===== src/rtl/conv_pkg.sv =====
// Shared types and default sizes for the convolution slice row.
// Used by the weight loader and the slices it drives.
package conv_pkg;

    typedef enum logic {
        IDLE = 1'b0,
        LOAD = 1'b1
    } loader_state_t;

    localparam int DEF_MAC_NB       = 3;
    localparam int DEF_SLICE_NB     = 3;
    localparam int DEF_WEIGHT_WIDTH = 16;

endpackage


===== src/rtl/weight_loader.sv =====
// Streams one kernel of weights onto a shared bus with one-hot strobes.
// Word k lands on slice k/MAC_NB, MAC k%MAC_NB, one cycle after acceptance.
module weight_loader
    import conv_pkg::*;
#(
    parameter int MAC_NB       = DEF_MAC_NB,
    parameter int SLICE_NB     = DEF_SLICE_NB,
    parameter int WEIGHT_WIDTH = DEF_WEIGHT_WIDTH
) (
    input  logic                       clk,
    input  logic                       rst_n,
    input  logic                       start,
    input  logic [WEIGHT_WIDTH-1:0]    weight_in,
    input  logic                       weight_in_valid,
    output logic                       weight_in_ready,
    output logic [WEIGHT_WIDTH-1:0]    weight,
    output logic [MAC_NB*SLICE_NB-1:0] weight_valid,
    output logic                       busy,
    output logic                       loaded
);

    localparam int KERNEL_NB = MAC_NB * SLICE_NB;
    localparam int CNT_W     = $clog2(KERNEL_NB);

    localparam logic [KERNEL_NB-1:0] STROBE_ONE = KERNEL_NB'(1);
    localparam logic [CNT_W-1:0]     CNT_LAST   = CNT_W'(KERNEL_NB - 1);

    loader_state_t           r_state;
    loader_state_t           w_state_nxt;
    logic [CNT_W-1:0]        r_count;
    logic [CNT_W-1:0]        w_count_nxt;
    logic [WEIGHT_WIDTH-1:0] r_weight;
    logic [KERNEL_NB-1:0]    r_strobe;
    logic                    r_loaded;
    logic                    w_ready;
    logic                    w_hs;
    logic                    w_last;

    // Ready never depends on valid; a start pulse blocks acceptance that cycle.
    assign w_ready = (r_state == LOAD) & ~start;
    assign w_hs    = weight_in_valid & w_ready;
    assign w_last  = (r_count == CNT_LAST);

    // State and word counter register.
    always_ff @(posedge clk or negedge rst_n) begin
        if (!rst_n) begin
            r_state <= IDLE;
            r_count <= '0;
        end else begin
            r_state <= w_state_nxt;
            r_count <= w_count_nxt;
        end
    end

    // Next state: start (re)opens a load, last accepted word closes it.
    always_comb begin
        w_state_nxt = r_state;
        w_count_nxt = r_count;
        unique case (r_state)
            IDLE: begin
                if (start) begin
                    w_state_nxt = LOAD;
                    w_count_nxt = '0;
                end
            end
            LOAD: begin
                if (start) begin
                    w_count_nxt = '0;
                end else if (w_hs) begin
                    if (w_last) begin
                        w_state_nxt = IDLE;
                        w_count_nxt = '0;
                    end else begin
                        w_count_nxt = r_count + CNT_W'(1);
                    end
                end
            end
            default: begin
                w_state_nxt = IDLE;
                w_count_nxt = '0;
            end
        endcase
    end

    // Registered bus: weight holds between strobes, strobe lasts one cycle.
    always_ff @(posedge clk or negedge rst_n) begin
        if (!rst_n) begin
            r_weight <= '0;
            r_strobe <= '0;
            r_loaded <= 1'b0;
        end else begin
            r_strobe <= w_hs ? (STROBE_ONE << r_count) : '0;
            r_loaded <= w_hs & w_last;
            if (w_hs) begin
                r_weight <= weight_in;
            end
        end
    end

    assign weight_in_ready = w_ready;
    assign weight          = r_weight;
    assign weight_valid    = r_strobe;
    assign busy            = (r_state == LOAD);
    assign loaded          = r_loaded;

endmodule


===== config.mk =====
export PLATFORM = sky130hd
export DESIGN_NAME = weight_loader
export DESIGN_NICKNAME = d
export VERILOG_FILES = /design/src/rtl/conv_pkg.sv /design/src/rtl/weight_loader.sv
export SDC_FILE = /design/constraint.sdc
export NUM_CORES = 1
export LEC_CHECK = 0
export BUFFER_PORTS_ARGS = -buffer_cell sky130_fd_sc_hd__buf_2
export CAP_MARGIN = 20
export CORE_ASPECT_RATIO = 2
export CORE_UTILIZATION = 45
export CTS_BUF_LIST = sky130_fd_sc_hd__clkbuf_8
export DETAILED_ROUTE_END_ITERATION = 10
export MAX_ROUTING_LAYER = met4
export PLACE_DENSITY = 0.81
export SKIP_LAST_GASP = 1
export SLEW_MARGIN = 20
export SYNTH_ARGS = -nofsm -noshare
export SYNTH_HDL_FRONTEND = slang
export SYNTH_SLANG_ARGS = --single-unit

===== constraint.sdc =====
create_clock -name clk -period 1.3 [get_ports clk]
set_input_delay 0.26 -clock clk [delete_from_list [all_inputs] [get_ports clk]]
set_output_delay 0.26 -clock clk [all_outputs]
set_load 0.03 [all_outputs]

==> flow_metrics.py, run 1 <==
metrics = {
    "worst_setup_path": {
        "cp_cell_sequence": "ha_1, ha_1, a311oi_1",
        "worstSetupEndpointType": "register",
        "path_common_cell": "ha_1",
        "start_kind": "register",
        "crit_type": "register to register",
        "critical-path-max-stage-delay_ns": 0.43,
        "cp.required_ns": 1.49,
        "slowest_stage": "dfrtp_1",
        "worstPathMaxFanout": 4,
        "arrival_ns": 1.54,
        "worst-path-buf-inv": 0,
        "critical-path-top-delay-family": "adder cells",
    },
    "placement": {
        "port_buffers": 47,
        "pre_cts_ws_ns": -0.0601,
        "dp.cells": 173,
        "gp_congestion": 0.846,
        "hpwl_microns": 1860,
    },
    "drt": {
        "routed_wl_microns": 2630,
        "vias_per_cell": 5.17,
        "drcViolationCount": 0,
        "route.antenna.remaining_nets": 0,
        "num_vias": 961,
        "first_iter_violations": 19,
        "wl_per_cell_microns": 14.1,
        "first_pass_iters": 3,
    },
    "synth": {
        "yosys-top-cells-area": "dfrtp_1, mux2_2, ha_1",
        "synth_top_area_share_pct": 62.3,
        "synth_nets": 118,
        "synth_cells": 92,
        "synthesis.area_sq_um": 1240,
        "synth_top_cell_by_area": "dfrtp_1",
        "ys_types": 22,
        "syn_area_per_cell_sq_um": 13.5,
        "synth_seq_cells": 31,
        "yosysWarnings": 0,
        "synth_seq_area_share_pct": 62.3,
    },
    "pwr": {
        "internal_power_mw": 1.87,
        "clkPwrFrac_pct": 37.6,
        "power_mw": 2.56,
        "seqPwrFrac_pct": 42.7,
        "swShare_pct": 27.1,
        "peakVddDrop_mv": 1.00,
        "leakagePower_nw": 0.927,
        "p_switching_mw": 0.695,
        "p_per_area_nw_per_um2": 1450,
        "combPwrFrac_pct": 19.7,
    },
    "sta": {
        "rsz0062_at_grt": "true",
        "tightest_slew_ns": 0.373,
        "finalWorstSetupSlack_ns": -0.0544,
        "skew_ns": 0.00262,
        "fin_setup_tns_ns": -0.0897,
        "period_needed_ns": 1.35,
        "period_share_pct": 104,
        "hold_slack_ns": 0.205,
        "relSlewSlack_pct": 75.2,
        "maxSlewViolCount": 0,
        "hold_viol": 0,
        "setup_violations": 2,
        "max_freq_mhz": 738,
    },
    "finish": {
        "area_delta_synth_final_pct": 41.8,
        "nets": 183,
        "antenna_cells": 0,
        "most-common-layout-cells": "buf_2, dfrtp_1, mux2_2, buf_4, clkbuf_8",
        "layout_commonest_cell": "buf_2",
        "stdcell_count": 186,
        "drive_gt1_share_pct": 58.2,
    },
    "grt": {
        "antenna_found_initial": 0,
        "first_global_vias": 985,
        "grt_usage_pct": 21.5,
        "grt-ovfl-total": 0,
        "grt_first_pass_wirelength_microns": 4220,
        "grt_max_degree": 32,
    },
    "clock_network": {
        "htree_num_levels": 2,
        "root_buffer": "clkbuf_8",
        "cts_buffer_depth": 2,
        "numCtsBuffers": 5,
        "cts_tree": "done",
        "cts.clk_slew.worst_paths_ns": 0.06,
        "clkLatencyLatePin_ns": 0.28,
        "cts.sinks": 31,
    },
    "die": {
        "fp.dieArea_sq_um": 2990,
        "die_x_microns": 39.2,
        "die_h_microns": 76.4,
        "core_sq_um": 2600,
        "start_util_pct": 47.8,
        "num_rows": 26,
        "num_io_pins": 48,
    },
    "run": {
        "cap_violations": 0,
    },
    "run_status": {
        "failed_checks": "negative setup slack",
        "outcome": "finished, violations left",
    },
    "hold_path": {
        "holdCritPathClass": "primary input to register",
    },
}
## kinds of logic (layout without fill, tap and decap cells)
kind of cell               Yosys count  after routing  synth area share [%]
DFF                                 31             31                  62.3
and+or+nand+nor                     26             26                  11.6
muxes                               16             16                  14.5
AOI/OAI and AO/OA                    7              7                  3.52
adders and majority gates            6              6                  6.03
buffers and inverters                6             72                  2.11
## final cells by class
class                           count  area, sq um
Clock buffer                        6         82.6
Sequential cell                    31          777
Timing Repair Buffer               61          353
Fill cell                         203          837
Clock inverter                      2         35.0
Inverter                            3         11.3
Multi-Input combinational cell     55          472
Tap cell                           28         35.0
## layer usage
| metal | wire length (microns) | track usage (%) |
|---|---|---|
| met4 | 176 | 14.5 |
| met1 | 806 | 19.6 |
| met5 | 0 | - |
| met3 | 151 | 7.29 |
| met2 | 1500 | 34.7 |
## cell usage after synthesis (all sizes together)
master and n:
and2 5, mux2 16, inv 3, nor2b 1
or4 1, nand3 2, buf 3, dfrtp 31
ha 6, nor2 2, nand3b 1, nor3 3
and3 3, a21o 1, a311oi 1, a21oi 2
a31oi 2, and3b 1, nand2 6, or3 1
o21ai 1
## path summary, 6_finish.rpt
path,slack (ns),end,cells past startpoint,start
worst max-delay path,-0.05,r_count[2],3,r_count[0]
worst min-delay path,0.20,weight[13],2,weight_in[13]
worst max register to register,-0.05,r_count[2],3,r_count[0]
worst min register to register,0.50,weight[11],1,weight[11]
max in group asynchronous,0.47,busy,3,rst_n
min in group asynchronous,0.53,weight[15],3,rst_n
## power groups by stage
| stage | Combinational [mW] | Sequential (mW) | Clock, mW |
|---|---|---|---|
| CTS | 0.490 | 1.09 | 0.980 |
| global placement | 0.464 | 1.11 | 0 |
| floorplan | 0.127 | 1.28 | 0 |
| detailed placement | 0.479 | 1.11 | 0 |
| global route | 0.538 | 1.11 | 1.04 |
| finish | 0.504 | 1.10 | 0.963 |
## state kept, by name, summed over array words and instances, names as in the netlist
name and count:
weight 16, r_count 4, weight_valid 9, busy 1
loaded 1
## metrics by stage
step | util [%] | area, sq um
after CTS | 66.1 | 1720
final | 67.8 | 1770
after detailed placement | 60.4 | 1570
after global routing | 67.8 | 1770
after global placement | 60.4 | 1570
after floorplan | - | 1250
## repair_timing
| item | CTS | global route |
|---|---|---|
| hold endpoints to repair | 18 | 0 |
| endpoints found under the setup margin | 3 | 16 |
| hold buffers | 1 | 0 |
| gates resized for setup | 3 | 7 |
| setup buffers | 2 | 2 |
| pin swaps | 0 | 2 |
No activity file was read; power rests on OpenSTA's default activity.
==> run 2: changes to the inputs <==
- CORE_ASPECT_RATIO: 2 -> unset
- CORE_UTILIZATION: 45 -> 53
- PLACE_DENSITY: 0.81 -> 0.9
- clock period: 1.3 -> 1.65 ns (I/O delays scaled with it)
==> run 2 against run 1 <==
The flow now finishes without violations. Worst setup slack improved by 0.18 ns. Die area down 15%. Via count is 6.7% lower. Register-to-register slack better by 0.18 ns. Clock skew increased by 0.0035 ns. Sequential power fell by 21%. Highest routed layer unchanged.
==> flow_metrics.py, run 2 (synthesis results as in run 1) <==
metrics = {
    "placement": {
        "pre_cts_ws_ns": 0.137,
        "hpwl_microns": 1730,
        "dp.cells": 166,
        "gp_congestion": 0.853,
        "port_buffers": 47,
    },
    "drt": {
        "first_pass_iters": 4,
        "drcViolationCount": 0,
        "num_vias": 897,
        "first_iter_violations": 19,
        "vias_per_cell": 5.16,
        "routed_wl_microns": 2490,
        "wl_per_cell_microns": 14.3,
        "route.antenna.remaining_nets": 0,
    },
    "die": {
        "core_sq_um": 2210,
        "die_h_microns": 50.5,
        "num_io_pins": 48,
        "fp.dieArea_sq_um": 2550,
        "start_util_pct": 56.3,
        "die_x_microns": 50.5,
        "num_rows": 17,
    },
    "worst_setup_path": {
        "r2r_cells": 5,
        "slowest_stage": "dfrtp_1",
        "critical-path-max-stage-delay_ns": 0.42,
        "worstPathMaxFanout": 5,
        "worstSetupEndpointType": "register",
        "arrival_ns": 1.72,
        "rrSetupSlack_ns": 0.12,
        "cp_cell_sequence": "inv_1, ha_1, and3b_1, or3_1, a21oi_1",
        "crit_type": "register to register",
        "start_kind": "register",
        "crit_start": "r_count[1]",
        "r2r_start": "r_count[1]",
        "rr_endpoint": "r_count[0]",
        "cp.required_ns": 1.85,
    },
    "clock_network": {
        "numCtsBuffers": 5,
        "root_buffer": "clkbuf_8",
        "cts_tree": "done",
        "cts.sinks": 31,
        "cts_buffer_depth": 2,
        "htree_num_levels": 2,
        "clkLatencyLatePin_ns": 0.28,
        "ctsHoldBuffers": 0,
        "cts.clk_slew.worst_paths_ns": 0.07,
    },
    "finish": {
        "layout_commonest_cell": "buf_2",
        "largest_reg_flops": 16,
        "nFillCells": 157,
        "stdcell_count": 174,
        "antenna_cells": 0,
        "drive_gt1_share_pct": 51.4,
        "area_delta_synth_final_pct": 32.3,
        "most-common-layout-cells": "buf_2, dfrtp_1, mux2_2, ha_1, clkbuf_8",
        "nets": 171,
    },
    "grt": {
        "grt-ovfl-total": 0,
        "grt_first_pass_wirelength_microns": 4220,
        "first_global_vias": 888,
        "grt_usage_pct": 24.2,
        "antenna_found_initial": 0,
        "grt_max_degree": 32,
    },
    "pwr": {
        "peakVddDrop_mv": 0.791,
        "leakagePower_nw": 0.859,
        "p_per_area_nw_per_um2": 1210,
    },
    "sta": {
        "finalWorstSetupSlack_ns": 0.123,
        "period_share_pct": 92.6,
        "rsz0062_at_grt": "false",
        "setup_violations": 0,
        "skew_ns": 0.00611,
        "tightest_slew_ns": 0.668,
        "period_needed_ns": 1.53,
        "fin_setup_tns_ns": 0,
        "relSlewSlack_pct": 55.5,
        "maxSlewViolCount": 0,
        "max_freq_mhz": 655,
        "hold_viol": 0,
    },
    "run_status": {
        "outcome": "complete, no violations",
    },
    "hold_path": {
        "holdCritPathClass": "primary input to asynchronous set/reset pin",
    },
    "run": {
        "cap_violations": 0,
    },
}
[run 2: cell types whose count changed in the layout (fill, tap and decap cells not counted), moves of 2 or more]
cell and change:
inv_1 +2, buf_6 -2, buf_4 -11, inv_2 -2
[run 2: cell type report]
class	count	area (sq um)	area share [%]
timing repair buffer	49	263	16.0
inverter	3	11.3	0.684
tap	28	35.0	2.13
clock buffer	6	82.6	5.02
sequential	31	777	47.2
multi-input combinational	55	443	26.9
clock inverter	2	35.0	2.13
[run 2: worst max-delay path, delay by kind of cell (launching register included)]
family,cells,cell delay (ns)
flops,1,0.42
compound gates,1,0.16
buf+inv,1,0.09
simple gates,2,0.52
fa+ha+maj,1,0.25
[run 2: power by group]
part           switching (mW)  total, mW  internal (mW)
Sequential             0.0355      0.865          0.829
Combinational           0.230      0.361          0.131
Clock                   0.278      0.766          0.488
[run 2: worst max-delay path by stage]
| stage | to | slack (ns) | cells past startpoint |
|---|---|---|---|
| 2_1_floorplan | weight_in_ready | 0.21 | 1 |
| 3_3_place_gp | r_count[0] | 0.28 | 5 |
| 3_5_place_dp | r_count[0] | 0.14 | 5 |
| 4_1_cts | r_count[0] | 0.12 | 5 |
| 5_1_grt | r_count[0] | 0.05 | 5 |
| 6_report | r_count[0] | 0.12 | 5 |
[run 2: routing by layer]
| metal | GRT usage (%) | part of all wire [%] | up-vias |
|---|---|---|---|
| li1 | - | - | 422 |
| met1 | 29.7 | 42 | 426 |
| met2 | 38.4 | 51 | 43 |
| met3 | 6.67 | 6.3 | 6 |
| met4 | 9.26 | 1.0 | 0 |
| met5 | - | 0 | - |
[run 2: timing repair]
| item | CTS | global route |
|---|---|---|
| setup buffers | 0 | 0 |
| resized for setup | 0 | 1 |
| setup endpoints to repair | 0 | 1 |
[run 2: per-stage QoR]
step | utilization (%) | hold slack (ns) | total power [mW] | area, sq um
after floorplan | - | 0.0344 | 1.11 | 1240
after global placement | 69.1 | 0.388 | 1.22 | 1530
after detailed placement | 69.1 | 0.400 | 1.24 | 1530
after CTS | 74.4 | 0.0988 | 2.00 | 1650
after global routing | 74.4 | 0.142 | 2.07 | 1650
final | 74.4 | 0.0824 | 1.99 | 1650
==> run 3: changes to the inputs <==
- GPL_TIMING_DRIVEN: unset -> 0
==> run 3 against run 2 <==
Non-clock buffer count rose by 1. Total power fell by 10%. Die area did not move. Cell count did not move. Critical path type unchanged. Critical endpoint unchanged. Largest cell class unchanged.
==> flow_metrics.py, run 3 (synthesis results as in run 1) <==
metrics = {
    "run_status": {
        "outcome": "complete, no violations",
    },
    "clock_network": {
        "cts_buffer_depth": 2,
        "cts_resized": 0,
        "clkLatencyLatePin_ns": 0.28,
        "root_buffer": "clkbuf_8",
        "cts.clk_slew.worst_paths_ns": 0.06,
        "cts.sinks": 31,
        "post_cts_buffers": 0,
        "numCtsBuffers": 5,
        "ctsHoldBuffers": 0,
        "htree_num_levels": 2,
        "cts_tree": "done",
    },
    "sta": {
        "relSlewSlack_pct": 58.0,
        "tightest_slew_ns": 0.631,
        "maxSlewViolCount": 0,
        "hold_slack_ns": 0.0723,
        "setup_violations": 0,
        "fin_setup_tns_ns": 0,
        "period_needed_ns": 1.47,
        "finalWorstSetupSlack_ns": 0.185,
        "hold_viol": 0,
        "rsz0062_at_grt": "false",
        "skew_ns": 0.00390,
        "max_freq_mhz": 682,
        "period_share_pct": 88.8,
    },
    "grt": {
        "first_global_vias": 786,
        "grt_first_pass_wirelength_microns": 3480,
        "grt_max_degree": 32,
        "grt_usage_pct": 20.5,
        "antenna_found_initial": 0,
        "grt-ovfl-total": 0,
    },
    "finish": {
        "drive_gt1_share_pct": 50.7,
        "layout_commonest_cell": "buf_2",
        "final_area_sq_um": 1600,
        "antenna_cells": 0,
        "most-common-layout-cells": "buf_2, dfrtp_1, mux2_2, ha_1, clkbuf_8",
        "largest_reg_flops": 16,
        "nets": 172,
        "area_delta_synth_final_pct": 28.7,
        "stdcell_count": 174,
        "utilization_pct": 72.5,
    },
    "drt": {
        "drcViolationCount": 0,
        "routed_wl_microns": 2190,
        "wl_per_cell_microns": 12.6,
        "first_iter_violations": 13,
        "route.antenna.remaining_nets": 0,
        "vias_per_cell": 5.17,
        "num_vias": 899,
        "first_pass_iters": 4,
    },
    "die": {
        "num_rows": 17,
        "num_io_pins": 48,
        "die_x_microns": 50.5,
        "start_util_pct": 56.3,
        "die_h_microns": 50.5,
        "core_sq_um": 2210,
        "fp.dieArea_sq_um": 2550,
    },
    "run": {
        "cap_violations": 0,
    },
    "worst_setup_path": {
        "crit_type": "register to register",
        "worstPathMaxFanout": 6,
        "start_kind": "register",
        "arrival_ns": 1.67,
        "worstSetupEndpointType": "register",
        "cp.required_ns": 1.85,
    },
    "pwr": {
        "p_per_area_nw_per_um2": 1120,
        "peakVddDrop_mv": 0.599,
        "power_mw": 1.79,
        "leakagePower_nw": 0.842,
    },
    "placement": {
        "port_buffers": 47,
        "placed_cell_area_sq_um": 1520,
        "hpwl_microns": 1630,
        "pre_cts_ws_ns": 0.201,
        "dp.cells": 167,
        "gp_congestion": 0.888,
    },
    "hold_path": {
        "holdCritPathClass": "primary input to asynchronous set/reset pin",
    },
}
## run 3: cell types whose count changed in the layout (fill, tap and decap cells not counted)
cell	previous run	this run
dfrtp_2	1	0
buf_2	47	50
buf_4	1	0
bufinv_16	1	0
dfrtp_1	30	31
buf_12	1	0
## run 3: final timing paths
check                                  endpoint     startpoint  slack, ns  depth (start not counted)
worst max-delay path                 r_count[0]     r_count[0]       0.18                          5
worst min-delay path                     loaded          rst_n       0.07                          1
worst max register to register       r_count[0]     r_count[0]       0.18                          5
worst min register to register       weight[12]     weight[12]       0.50                          1
max in group asynchronous       weight_valid[3]          rst_n       1.17                          1
min in group clk                     weight[12]  weight_in[12]       0.28                          2
## run 3: layer usage
metal | track usage [%] | share of wire [%] | vias to the layer above
met5 | - | 0 | -
met4 | 11.1 | 2.6 | 0
met3 | 7.27 | 7.2 | 7
met2 | 32.2 | 51 | 42
met1 | 22.7 | 39 | 427
li1 | - | - | 423
## run 3: critical path: stages, from the launching register on
cell and delay [ns]:
dfrtp_1 0.43, inv_1 0.09, ha_1 0.24, and3b_1 0.19, or3_1 0.31, a21oi_1 0.12
## run 3: where the power goes
part	switching [mW]	leakage, nW	total, mW	internal, mW
sequential	0.0365	0.389	0.866	0.829
clock	0.247	0.0470	0.573	0.326
combinational	0.226	0.406	0.352	0.127
total	0.509	0.842	1.79	1.28
## run 3: final cells by class
type / instances / area (sq um)
sequential: 31 / 776
tap: 28 / 35.0
multi-input combinational: 55 / 443
clock inverter: 1 / 5.00
fill: 157 / 609
timing repair buffer: 47 / 235
inverter: 3 / 11.3
clock buffer: 6 / 82.6
buffer: 3 / 15.0
